==> src/rtl/sram_secure_port_arbiter.sv <==
// Two-requester round-robin arbiter in front of a single 1rw SRAM with a
// TrustZone-style partition. Entries at or above p_secure_base may only be
// touched by the secure domain. One access is in flight at a time. Each
// accepted access produces exactly one response on the granted port in the
// following cycle.
module sram_secure_port_arbiter #(
  parameter  int p_data_nbits  = 32,
  parameter  int p_num_entries = 256,
  parameter  int p_secure_base = 128,
  localparam int c_addr_nbits  = $clog2(p_num_entries),
  localparam int c_data_nbytes = (p_data_nbits + 7) / 8
) (
  input  logic                     clk,
  input  logic                     reset,

  input  logic                     req0_val,
  output logic                     req0_rdy,
  input  logic                     req0_type,
  input  logic [c_addr_nbits-1:0]  req0_addr,
  input  logic [p_data_nbits-1:0]  req0_data,
  input  logic [c_data_nbytes-1:0] req0_byte_en,
  input  logic                     req0_domain,
  output logic                     resp0_val,
  input  logic                     resp0_rdy,
  output logic [p_data_nbits-1:0]  resp0_data,
  output logic                     resp0_err,

  input  logic                     req1_val,
  output logic                     req1_rdy,
  input  logic                     req1_type,
  input  logic [c_addr_nbits-1:0]  req1_addr,
  input  logic [p_data_nbits-1:0]  req1_data,
  input  logic [c_data_nbytes-1:0] req1_byte_en,
  input  logic                     req1_domain,
  output logic                     resp1_val,
  input  logic                     resp1_rdy,
  output logic [p_data_nbits-1:0]  resp1_data,
  output logic                     resp1_err,

  output logic                     sram_read_en,
  output logic [c_addr_nbits-1:0]  sram_read_addr,
  input  logic [p_data_nbits-1:0]  sram_read_data,
  output logic                     sram_write_en,
  output logic [c_data_nbytes-1:0] sram_write_byte_en,
  output logic [c_addr_nbits-1:0]  sram_write_addr,
  output logic [p_data_nbits-1:0]  sram_write_data,
  output logic                     sram_in_domain
);

  typedef enum logic [1:0] {
    IDLE  = 2'd0,
    RESP0 = 2'd1,
    RESP1 = 2'd2
  } state_t;

  // Address compares are done at 32 bits so the out-of-range check stays
  // meaningful when the depth is not a power of two.
  localparam logic [31:0] c_secure_base = p_secure_base;
  localparam logic [31:0] c_num_entries = p_num_entries;

  state_t                   state;
  state_t                   state_next;
  logic                     prio;
  logic                     prio_next;
  logic [p_data_nbits-1:0]  resp_data_q;
  logic [p_data_nbits-1:0]  resp_data_next;
  logic                     resp_err_q;
  logic                     resp_err_next;

  logic                     grant_valid;
  logic                     grant;
  logic                     sel_type;
  logic [c_addr_nbits-1:0]  sel_addr;
  logic [p_data_nbits-1:0]  sel_data;
  logic [c_data_nbytes-1:0] sel_byte_en;
  logic                     sel_domain;
  logic [31:0]              addr_ext;
  logic                     deny;

  // Round-robin grant: the prio requester wins, otherwise the other one;
  // nothing is granted outside IDLE or while reset is held low.
  always_comb begin
    grant_valid = 1'b0;
    grant       = 1'b0;
    if (reset && (state == IDLE)) begin
      if (prio ? req1_val : req0_val) begin
        grant_valid = 1'b1;
        grant       = prio;
      end else if (prio ? req0_val : req1_val) begin
        grant_valid = 1'b1;
        grant       = ~prio;
      end
    end
  end

  // Select the granted request's fields and evaluate the partition check.
  always_comb begin
    sel_type    = grant ? req1_type    : req0_type;
    sel_addr    = grant ? req1_addr    : req0_addr;
    sel_data    = grant ? req1_data    : req0_data;
    sel_byte_en = grant ? req1_byte_en : req0_byte_en;
    sel_domain  = grant ? req1_domain  : req0_domain;
    addr_ext    = 32'(sel_addr);
    deny        = (sel_domain && (addr_ext >= c_secure_base)) ||
                  (addr_ext >= c_num_entries);
  end

  // Requester handshakes and SRAM drive; the SRAM is only touched in the accept cycle.
  always_comb begin
    req0_rdy           = grant_valid && !grant;
    req1_rdy           = grant_valid &&  grant;
    sram_read_en       = 1'b0;
    sram_write_en      = 1'b0;
    sram_read_addr     = '0;
    sram_write_addr    = '0;
    sram_write_data    = '0;
    sram_write_byte_en = '0;
    sram_in_domain     = 1'b0;
    if (grant_valid) begin
      sram_in_domain = sel_domain;
      sram_read_addr = sel_addr;
      if (!deny) begin
        if (sel_type) begin
          sram_write_en      = 1'b1;
          sram_write_addr    = sel_addr;
          sram_write_data    = sel_data;
          sram_write_byte_en = sel_byte_en;
        end else begin
          sram_read_en = 1'b1;
        end
      end
    end
  end

  // Response ports present the held response registers on the owning port.
  always_comb begin
    resp0_val  = reset && (state == RESP0);
    resp1_val  = reset && (state == RESP1);
    resp0_data = resp_data_q;
    resp1_data = resp_data_q;
    resp0_err  = resp_err_q;
    resp1_err  = resp_err_q;
  end

  // Next-state logic: accept moves to the granted port's response state, and
  // a consumed response returns to IDLE with priority handed to the other port.
  always_comb begin
    state_next     = state;
    prio_next      = prio;
    resp_data_next = resp_data_q;
    resp_err_next  = resp_err_q;
    case (state)
      IDLE: begin
        if (grant_valid) begin
          state_next     = grant ? RESP1 : RESP0;
          resp_err_next  = deny;
          resp_data_next = (!sel_type && !deny) ? sram_read_data : '0;
        end
      end
      RESP0: begin
        if (resp0_rdy) begin
          state_next = IDLE;
          prio_next  = 1'b1;
        end
      end
      RESP1: begin
        if (resp1_rdy) begin
          state_next = IDLE;
          prio_next  = 1'b0;
        end
      end
      default: begin
        state_next = IDLE;
      end
    endcase
  end

  // State, priority and response registers with synchronous active-low reset.
  always_ff @(posedge clk) begin
    if (!reset) begin
      state       <= IDLE;
      prio        <= 1'b0;
      resp_data_q <= '0;
      resp_err_q  <= 1'b0;
    end else begin
      state       <= state_next;
      prio        <= prio_next;
      resp_data_q <= resp_data_next;
      resp_err_q  <= resp_err_next;
    end
  end

endmodule

==> config.mk <==
export PLATFORM = sky130hd
export DESIGN_NAME = sram_secure_port_arbiter
export DESIGN_NICKNAME = d
export VERILOG_FILES = /design/src/rtl/sram_secure_port_arbiter.sv
export SDC_FILE = /design/constraint.sdc
export NUM_CORES = 1
export LEC_CHECK = 0
export ABC_AREA = 1
export CAP_MARGIN = 20
export CORE_AREA = 2 2 99 101
export CTS_BUF_LIST = sky130_fd_sc_hd__clkbuf_8 sky130_fd_sc_hd__clkbuf_16
export CTS_CLUSTER_SIZE = 28
export DETAILED_ROUTE_END_ITERATION = 8
export DIE_AREA = 0 0 101 103
export PLACE_DENSITY = 0.77
export SLEW_MARGIN = 20
export SYNTH_ARGS = -nofsm -noshare
export SYNTH_HDL_FRONTEND = slang
export SYNTH_SLANG_ARGS = --single-unit
==> constraint.sdc <==
create_clock -name clk -period 2.4 [get_ports clk]
set_clock_uncertainty 0.2 [all_clocks]
set_input_delay 0.36 -clock clk [delete_from_list [all_inputs] [get_ports clk]]
set_output_delay 0.36 -clock clk [all_outputs]
set_load 0.005 [all_outputs]
==> impl_metrics.yaml <==
timing:
  timing.fmax_mhz: 406.0
  grt_setup_unrepaired: "true"
  period_share: 1.026
  period_needed_ps: 2463
  holdWs_ps: 286.9
  slew_violations: 0
  hold_viol: 0
  slew-limit-headroom: 0.7384
  worstMarginPinSlew_ps: 392.4
  layout_setup_ws_ps: -62.89
  setup_viol_count_final: 33
final_layout:
  drive_gt1_frac: 0.2704
  synthToLayoutAreaGrowth_pct: 108.0
  diodes: 0
  final_cells: 702
  nets: 717
hold_path:
  hold_path.class: "reg -> reg"
worst_setup_path:
  cp_max_fo: 7
  r2r_end: "resp0_data[10]"
  r2r_slack_ps: 310
  cpMaxStageDelayCell: "dfxtp_2"
  end_kind: "output pin"
  path_delay_family: "buffers and inverters"
  ff2ff_path_depth: 11
  critPathArrivalTime_ps: 1900
  critPathLaunchType: "register"
  startpoint: "prio"
  required_ps: 1840
  crit_path_end: "sram_write_data[2]"
  cp.depth: 9
  reg2reg_from: "prio"
  path_buf_inv: 4
  path_cells: "inv_1, a21boi_4, buf_6, nand3_1, nand2_4, nand2_8, clkbuf_16, nor3_2, dlygate4sd2_1"
  cp_slowest_stage_delay_ps: 340
  critPathKind: "reg -> out"
run:
  maxCapViolCount: 0
cts:
  numCtsBuffers: 5
  ctsHoldBuffers: 0
  clock_latency_ps: 280
  htree_num_levels: 2
  ctsRootBufferMaster: "clkbuf_8"
  cts_sinks: 36
  cts.clk_slew.worst_paths_ps: 80
  cts_tree: "done"
  cts_buffer_depth: 2
floorplanning:
  row_count: 36
  die_area_um2: 10400
  io_pins: 255
  die_h_um: 103
  coreArea_um2: 9459
  start_util: 0.2813
  die_w_um: 101
synthesis:
  async_flop_share: 0
  synth_seq_cells: 36
  ys_types: 26
  ys_seq_area_frac: 0.2708
  synthFlopType: "dfxtp_1"
  netlist_area_um2: 2661
  synth_edf_count: 0
  syn-instance-count: 339
  synth.avg_cell_area_um2: 7.850
  ys.warnings.count: 0
  synthesis.nets: 469
drt:
  ant_nets: 0
  vias: 3334
  drt_iter0_markers: 112
  drcViolationCount: 0
  drt_first_pass_iters: 6
  via_per_inst: 4.749
  postRouteWirelength_mm: 11.57
  wl_per_cell_um: 16.48
placed_design:
  portBuffers: 254
  gp_congestion: 0.9031
  dp_hpwl_mm: 8.477
  place_ws_ps: -624.7
  place_inst: 677
global_route:
  grt.overflow.total: 0
  grtUsageTotal: 0.2012
  grt_first_pass_wirelength_mm: 16.75
  first_global_vias: 3296
  grt_max_degree: 38
  antenna_found_initial: 0
power:
  finalPower_mw: 2.008
  leakagePower_nw: 2.415
  ir_worst_vdd_mv: 0.2166
  power_density_nw_per_um2: 362.7
outcome:
  violations: "setup timing"
  outcome: "complete, but fails checks"
power by group:
group	leakage (nW)	switching (mW)	internal [mW]
clock	0.0479	0.230	0.202
combinational	2.07	0.389	0.539
sequential	0.293	0.0215	0.625
total	2.41	0.641	1.37
registers in the layout (all words and copies together) (netlist names):
register	flops
resp0_data	32
state	2
prio	1
resp0_err	1
area by class of cell:
cell class	count	area [um^2]
multi-input cells	232	1665
fillers	832	3924
clock buffers	5	68.82
repair buffers	302	2878
well taps	114	142.6
clock inverters	3	18.77
inverters	10	37.54
flip-flops and latches	36	724.4
cell usage in the layout (no fill, tap or decap), types with 2 or more instances in the layout:
cell type	count
a21oi_1	35
a21oi_2	2
a21oi_4	2
buf_12	6
buf_2	26
buf_4	32
buf_6	4
buf_8	3
clkbuf_16	2
clkbuf_2	6
clkbuf_8	5
clkdlybuf4s50_1	195
clkinv_2	2
dfxtp_1	33
dfxtp_2	3
dlygate4sd2_1	26
inv_1	6
inv_2	4
mux2i_1	35
nand2_1	38
nand2_2	5
nand2_4	4
nand3_1	36
nand3b_1	2
nor2_1	15
nor2_4	2
nor3_1	4
nor3_2	35
nor3_4	5
routing by layer:
metal / up-vias / GRT usage / share of wire
li1: 1614 / - / -
met1: 1576 / 0.2369 / 0.41
met2: 123 / 0.3697 / 0.51
met3: 21 / 0.04068 / 0.062
met4: 0 / 0.05821 / 0.021
met5: - / 0 / 0
through the flow:
step / TNS (ps) / utilization / area [um^2]
2_1_floorplan: 0 / - / 2661
3_3_place_gp: -27130 / 0.5522 / 5224
3_5_place_dp: -30420 / 0.5522 / 5224
4_1_cts: -1833 / 0.5708 / 5399
5_1_grt: -4211 / 0.5852 / 5535
6_report: -1188 / 0.5852 / 5535
cells by family after synthesis:
kind of cell / count (synthesis) / share of synthesized area
DFF: 36 / 0.2708
AOI/OAI and AO/OA: 45 / 0.09168
muxes: 37 / 0.1392
buffers and inverters: 71 / 0.1693
and+or+nand+nor: 150 / 0.3291
worst min path at each step:
| stage | from | end | slack [ps] | cells past startpoint |
|---|---|---|---|---|
| floorplan | resp0_data[22] | resp0_data[22] | 270 | 2 |
| global placement | resp0_data[22] | resp0_data[22] | 270 | 2 |
| detailed placement | resp0_data[16] | resp0_data[16] | 270 | 2 |
| CTS | resp0_data[9] | resp0_data[9] | 290 | 2 |
| global route | resp0_data[12] | resp0_data[12] | 300 | 2 |
| finish | resp0_data[9] | resp0_data[9] | 290 | 2 |
worst register-to-register path, stage by stage, from the launching register on:
cell and delay [ps]:
dfxtp_2 340, inv_1 60, a21boi_4 200, nand2_4 110, nand2_2 100, nand2_4 80
buf_4 140, buf_4 130, nor2_4 80, buf_4 330, nand3_1 150, a21oi_1 140
cell usage after synthesis (2+ instances only):
cell,count,area (um^2)
dfxtp_1,36,720.7
mux2i_1,37,370.4
buf_2,9,45.04
inv_1,8,30.03
inv_2,2,7.510
nand3b_1,2,15.01
buf_4,38,285.3
nor3_1,12,60.06
buf_6,4,45.04
nand2_1,42,157.7
nor3_2,32,320.3
nor2_4,2,22.52
clkbuf_1,10,37.54
a21oi_1,39,195.2
nand2_2,4,25.02
nand2_4,2,22.52
nand3_1,36,180.2
nor2_1,16,60.06
timing repair:
action,in CTS,in global routing
setup buffers,10,3
setup endpoints to repair,59,54
cloned,1,3
endpoints found under the hold margin,0,0
pin swaps,3,13
gates resized for setup,144,57
No activity file was read; power rests on OpenSTA's default activity.
